--- config.mk ---
export PLATFORM = sky130hd
export DESIGN_NAME = boot_loader
export DESIGN_NICKNAME = d
export VERILOG_FILES = /design/src/rtl/boot_loader.sv
export SDC_FILE = /design/constraint.sdc
export NUM_CORES = 1
export LEC_CHECK = 0
export CORE_UTILIZATION = 55
export CTS_CLUSTER_DIAMETER = 200
export DETAILED_ROUTE_END_ITERATION = 8
export PLACE_DENSITY = 0.79
export SLEW_MARGIN = 10
export SYNTH_ARGS = -nofsm -noshare
export SYNTH_HDL_FRONTEND = slang
export SYNTH_SLANG_ARGS = --single-unit
--- constraint.sdc ---
create_clock -name clk -period 2.9 [get_ports clk]
set_input_delay 0.29 -clock clk [delete_from_list [all_inputs] [get_ports clk]]
set_output_delay 0.29 -clock clk [all_outputs]
set_load 0.02 [all_outputs]
--- src/rtl/boot_loader.sv ---
// Boot loader: receives a length-prefixed, XOR-checksummed byte stream,
// writes it into memory as 16-bit words and then releases the processor reset.
// Image: LEN_H, LEN_L, then N words (high byte first), then one checksum byte.
module boot_loader #(
    parameter logic [15:0] BASE_ADR  = 16'h0000,
    parameter int unsigned MEM_WORDS = 256
) (
    input  logic        clk,
    input  logic        reset,
    input  logic        in_valid,
    input  logic [7:0]  in_byte,
    output logic        in_ready,
    output logic [15:0] mem_adr,
    output logic [15:0] mem_wdata,
    output logic        mem_we,
    output logic        cpu_reset,
    output logic        done,
    output logic        error,
    output logic [15:0] words_loaded
);

    typedef enum logic [2:0] {
        StLenHi,
        StLenLo,
        StDataHi,
        StDataLo,
        StWrite,
        StCheck,
        StDone,
        StError
    } state_e;

    state_e      state_q, state_d;

    // Image bookkeeping
    logic [7:0]  len_hi_q, len_hi_d;
    logic [15:0] len_q, len_d;
    logic [7:0]  hi_q, hi_d;
    logic [15:0] idx_q, idx_d;
    logic [7:0]  csum_q, csum_d;

    // Registered outputs
    logic [15:0] mem_adr_q, mem_adr_d;
    logic [15:0] mem_wdata_q, mem_wdata_d;
    logic        mem_we_q;
    logic        cpu_reset_q;
    logic        done_q;
    logic        error_q;
    logic [15:0] words_q, words_d;

    logic        accept;
    logic [15:0] len_in;
    logic        last_word;

    // Full 16-bit length as it stands while LEN_L is on the bus
    assign len_in    = {len_hi_q, in_byte};
    assign accept    = in_valid & in_ready;
    assign last_word = ((idx_q + 16'd1) == len_q);

    // in_ready is a pure decode of the current state
    always_comb begin
        in_ready = 1'b0;
        unique case (state_q)
            StLenHi, StLenLo, StDataHi, StDataLo, StCheck: in_ready = 1'b1;
            default:                                       in_ready = 1'b0;
        endcase
    end

    // Next-state and datapath next values; everything holds unless a byte is accepted
    always_comb begin
        state_d     = state_q;
        len_hi_d    = len_hi_q;
        len_d       = len_q;
        hi_d        = hi_q;
        idx_d       = idx_q;
        csum_d      = csum_q;
        words_d     = words_q;
        mem_adr_d   = mem_adr_q;
        mem_wdata_d = mem_wdata_q;

        unique case (state_q)
            StLenHi: begin
                if (accept) begin
                    len_hi_d = in_byte;
                    csum_d   = csum_q ^ in_byte;
                    state_d  = StLenLo;
                end
            end

            StLenLo: begin
                if (accept) begin
                    len_d  = len_in;
                    csum_d = csum_q ^ in_byte;
                    if (32'(len_in) > MEM_WORDS) begin
                        state_d = StError;
                    end else if (len_in == 16'd0) begin
                        state_d = StCheck;
                    end else begin
                        state_d = StDataHi;
                    end
                end
            end

            StDataHi: begin
                if (accept) begin
                    hi_d    = in_byte;
                    csum_d  = csum_q ^ in_byte;
                    state_d = StDataLo;
                end
            end

            StDataLo: begin
                if (accept) begin
                    // Address and data are loaded here so they are valid in the WRITE cycle
                    mem_wdata_d = {hi_q, in_byte};
                    mem_adr_d   = BASE_ADR + idx_q;
                    csum_d      = csum_q ^ in_byte;
                    state_d     = StWrite;
                end
            end

            StWrite: begin
                // Single-cycle state; no byte is consumed here
                idx_d   = idx_q + 16'd1;
                words_d = words_q + 16'd1;
                state_d = last_word ? StCheck : StDataHi;
            end

            StCheck: begin
                if (accept) begin
                    state_d = (in_byte == csum_q) ? StDone : StError;
                end
            end

            StDone, StError: begin
                state_d = state_q;
            end

            default: begin
                state_d = StError;
            end
        endcase
    end

    // FSM state register
    always_ff @(posedge clk or negedge reset) begin
        if (!reset) begin
            state_q <= StLenHi;
        end else begin
            state_q <= state_d;
        end
    end

    // Length, word index, pending high byte and running checksum
    always_ff @(posedge clk or negedge reset) begin
        if (!reset) begin
            len_hi_q <= 8'h00;
            len_q    <= 16'h0000;
            hi_q     <= 8'h00;
            idx_q    <= 16'h0000;
            csum_q   <= 8'h00;
        end else begin
            len_hi_q <= len_hi_d;
            len_q    <= len_d;
            hi_q     <= hi_d;
            idx_q    <= idx_d;
            csum_q   <= csum_d;
        end
    end

    // Memory write port: strobe tracks the WRITE state, address/data hold between writes
    always_ff @(posedge clk or negedge reset) begin
        if (!reset) begin
            mem_we_q    <= 1'b0;
            mem_adr_q   <= 16'h0000;
            mem_wdata_q <= 16'h0000;
        end else begin
            mem_we_q    <= (state_d == StWrite);
            mem_adr_q   <= mem_adr_d;
            mem_wdata_q <= mem_wdata_d;
        end
    end

    // Status outputs registered from the next state so they line up with it
    always_ff @(posedge clk or negedge reset) begin
        if (!reset) begin
            cpu_reset_q <= 1'b1;
            done_q      <= 1'b0;
            error_q     <= 1'b0;
            words_q     <= 16'h0000;
        end else begin
            cpu_reset_q <= (state_d != StDone);
            done_q      <= (state_d == StDone);
            error_q     <= (state_d == StError);
            words_q     <= words_d;
        end
    end

    assign mem_we       = mem_we_q;
    assign mem_adr      = mem_adr_q;
    assign mem_wdata    = mem_wdata_q;
    assign cpu_reset    = cpu_reset_q;
    assign done         = done_q;
    assign error        = error_q;
    assign words_loaded = words_q;

endmodule

==> run metrics <==
Worst path top cell family by delay simple AND/OR/NAND/NOR gates; pre-CTS WS 0.624 ns; mean area per synthesized cell 12.5 µm²; Iter 0 DRT Violations 174; die area 9710 µm²; n_diodes 0; post-route ant nets 0; Worst Max-Slew Pin Slew 0.637 ns; DR DRC count 2; setup TNS 0 ns; WHS 0.403 ns; Clock Tree Buf Depth 2; Startpoint Class flop; clock sinks 111; Clk Latency, worst-skew pair 0.38 ns; CP cell instances ha_1, nand3_4, or3_1, and3_4, nor4_4, nand3_1, o41ai_2; Worst path depth 7; Pleak 2.72 nW; Final Power 4.62 mW; Crit Path Class reg2reg; post-DP HPWL 7070 µm; number of port buffers 63; Reg2Reg Setup Slack 0.65 ns; gpl congestion 0.897; initial antenna violation count 0; Net Count, Synth 424; skew final 0.00893 ns; Yosys cell types 56; Top Ports 64; die width 98.5 µm; RSZ-0062 raised after global routing no; Crit-path slowest cell dfrtp_1; routed vias 3,363; Reg-to-Reg Start idx_q[0]; cell total after placement 574; area delta synth->final 18.7%; share of cells above drive strength 1 0.211; status complete, but fails checks; Mapped Area 5120 µm²; Routed WL per cell 16.5 µm; Post-Syn Instances 411; CP Launch Point idx_q[0]; Setup Viol. Count Final 0; worst path bufs/invs 0; pin count of the biggest net entering global routing 76; power per cell area 760 nW/µm²; post-cts resize count 0; maxcap violations 0; DP Area 5890 µm²; final instance area 6080 µm²; Nets 491; commonest non-fill, non-tap cell in the layout dfrtp_1; average vias per placed instance 5.69; H-tree depth 3; CTS clk-pin slew, worst paths 0.10 ns; vias in the first global route 3,409; Post-synth EDFFs 0; R2R depth 7; CP Data Required Time 3.18 ns; Inserted Clock Buffers 9; Worst setup EP type flop; flops & latches, synth 111; Crit path arrival time 2.53 ns; fin crit share 0.776; violated checks DRC; DRT Wirelength 9780 µm; sequential fraction of the synthesis area 0.542; PnR worst setup slack 0.651 ns; drt first pass iters 9; crit-path max cell delay 0.51 ns; effective utilization at floorplan 0.576; Hold Path Class in2async; DIE HEIGHT 98.5 µm; peak supply drop 0.558 mV; max frequency 445 MHz; Setup crit end state_q[0]; row count 34; fin crit period 2.25 ns; Layout Utilization 0.684; grt total ovfl 0; Max-slew headroom 0.573; gr usage total 0.222; CTS tree yes; Critical R2R Capture state_q[0]; root buffer cell clkbuf_8; Yosys Warn Count 0; global-route wire length before repair 16,800 µm; Final Non-Filler Cells 591; most frequent cells in the layout dfrtp_1 (110), mux2_2 (62), clkdlybuf4s50_1 (62); Async SR Flop Fraction 1.00; CP max FO 9; core area 8890 µm²; Synth Flop Type dfrtp_1; max-slew violation count 0; Hold Violations, Final 0
-- repair_timing --
item | 4_1_cts | 5_1_grt
hold buffers | 1 | 0
hold endpoints to repair | 36 | 0
buffers inserted | 0 | 0
-- logic make-up (layout without fill, tap and decap cells) --
logic type / after synthesis / after routing / share of synthesized area
compound gates: 30 / 30 / 0.0427
fa+ha+maj: 2 / 2 / 0.00488
xor+xnor: 68 / 68 / 0.116
flops: 111 / 111 / 0.542
mux: 65 / 65 / 0.143
buf+inv: 21 / 93 / 0.0207
simple gates: 114 / 114 / 0.130
-- Yosys cell counts, drive strengths merged, types with 3 or more instances --
cell type    n  area share
and4         4      0.0068
mux2        65        0.14
a21oi        4      0.0039
xor2        23       0.039
and3         4      0.0059
inv          4      0.0029
nand4       13       0.022
o21ai        8      0.0078
nor2        20       0.018
buf          9       0.012
xnor2       45       0.077
nand3       13       0.015
dfrtp      110        0.54
nor3         8      0.0088
nor4         7       0.014
clkbuf       8      0.0059
nand2b       3      0.0037
nand2       33       0.024
-- routing by layer --
metal | vias up | part of all wire | track usage | wire length [µm]
met5 | - | 0 | 0 | 0
met4 | 0 | 0.018 | 0.0941 | 174
met3 | 16 | 0.039 | 0.0362 | 384
met2 | 90 | 0.50 | 0.369 | 4860
met1 | 1678 | 0.45 | 0.290 | 4360
li1 | 1579 | - | - | -
-- state kept, by name, summed over array words and instances, names as in the netlist --
name and flops:
words_loaded 16, csum_q 8, mem_wdata 16, len_hi_q 8
idx_q 16, mem_we 1, cpu_reset 1, hi_q 8
error 1, mem_adr 16, state_q 3, done 1
len_q 16
-- worst min-delay path by stage --
stage	from	to	slack, ns	cells after the start
5_1_grt	reset	mem_adr[2]	0.45	2
2_1_floorplan	reset	csum_q[0]	-0.006	0
3_5_place_dp	reset	mem_adr[2]	0.28	1
6_report	reset	mem_adr[2]	0.40	2
4_1_cts	reset	mem_adr[2]	0.41	2
3_3_place_gp	reset	mem_adr[2]	0.28	1
-- area by class of cell --
| class | instances | area [µm²] |
|---|---|---|
| Inverter | 4 | 15.0 |
| Multi-Input combinational cell | 279 | 2240 |
| Sequential cell | 111 | 2780 |
| Tap cell | 108 | 135 |
| Fill cell | 658 | 2810 |
| Clock buffer | 11 | 141 |
| Clock inverter | 5 | 40.0 |
| Timing Repair Buffer | 73 | 731 |
-- where the power goes --
group | switching, mW | internal, mW
clock network | 0.524 | 0.346
registers | 0.317 | 1.91
logic | 0.707 | 0.815
total | 1.55 | 3.08
-- worst register-to-register path: cells and delay by family (launching register included) --
| kind | cells | cell delay, ns |
|---|---|---|
| simple gates | 5 | 0.98 |
| flops | 1 | 0.51 |
| compound gates | 1 | 0.34 |
| fa+ha+maj | 1 | 0.32 |
No activity file was read; power rests on OpenSTA's default activity.
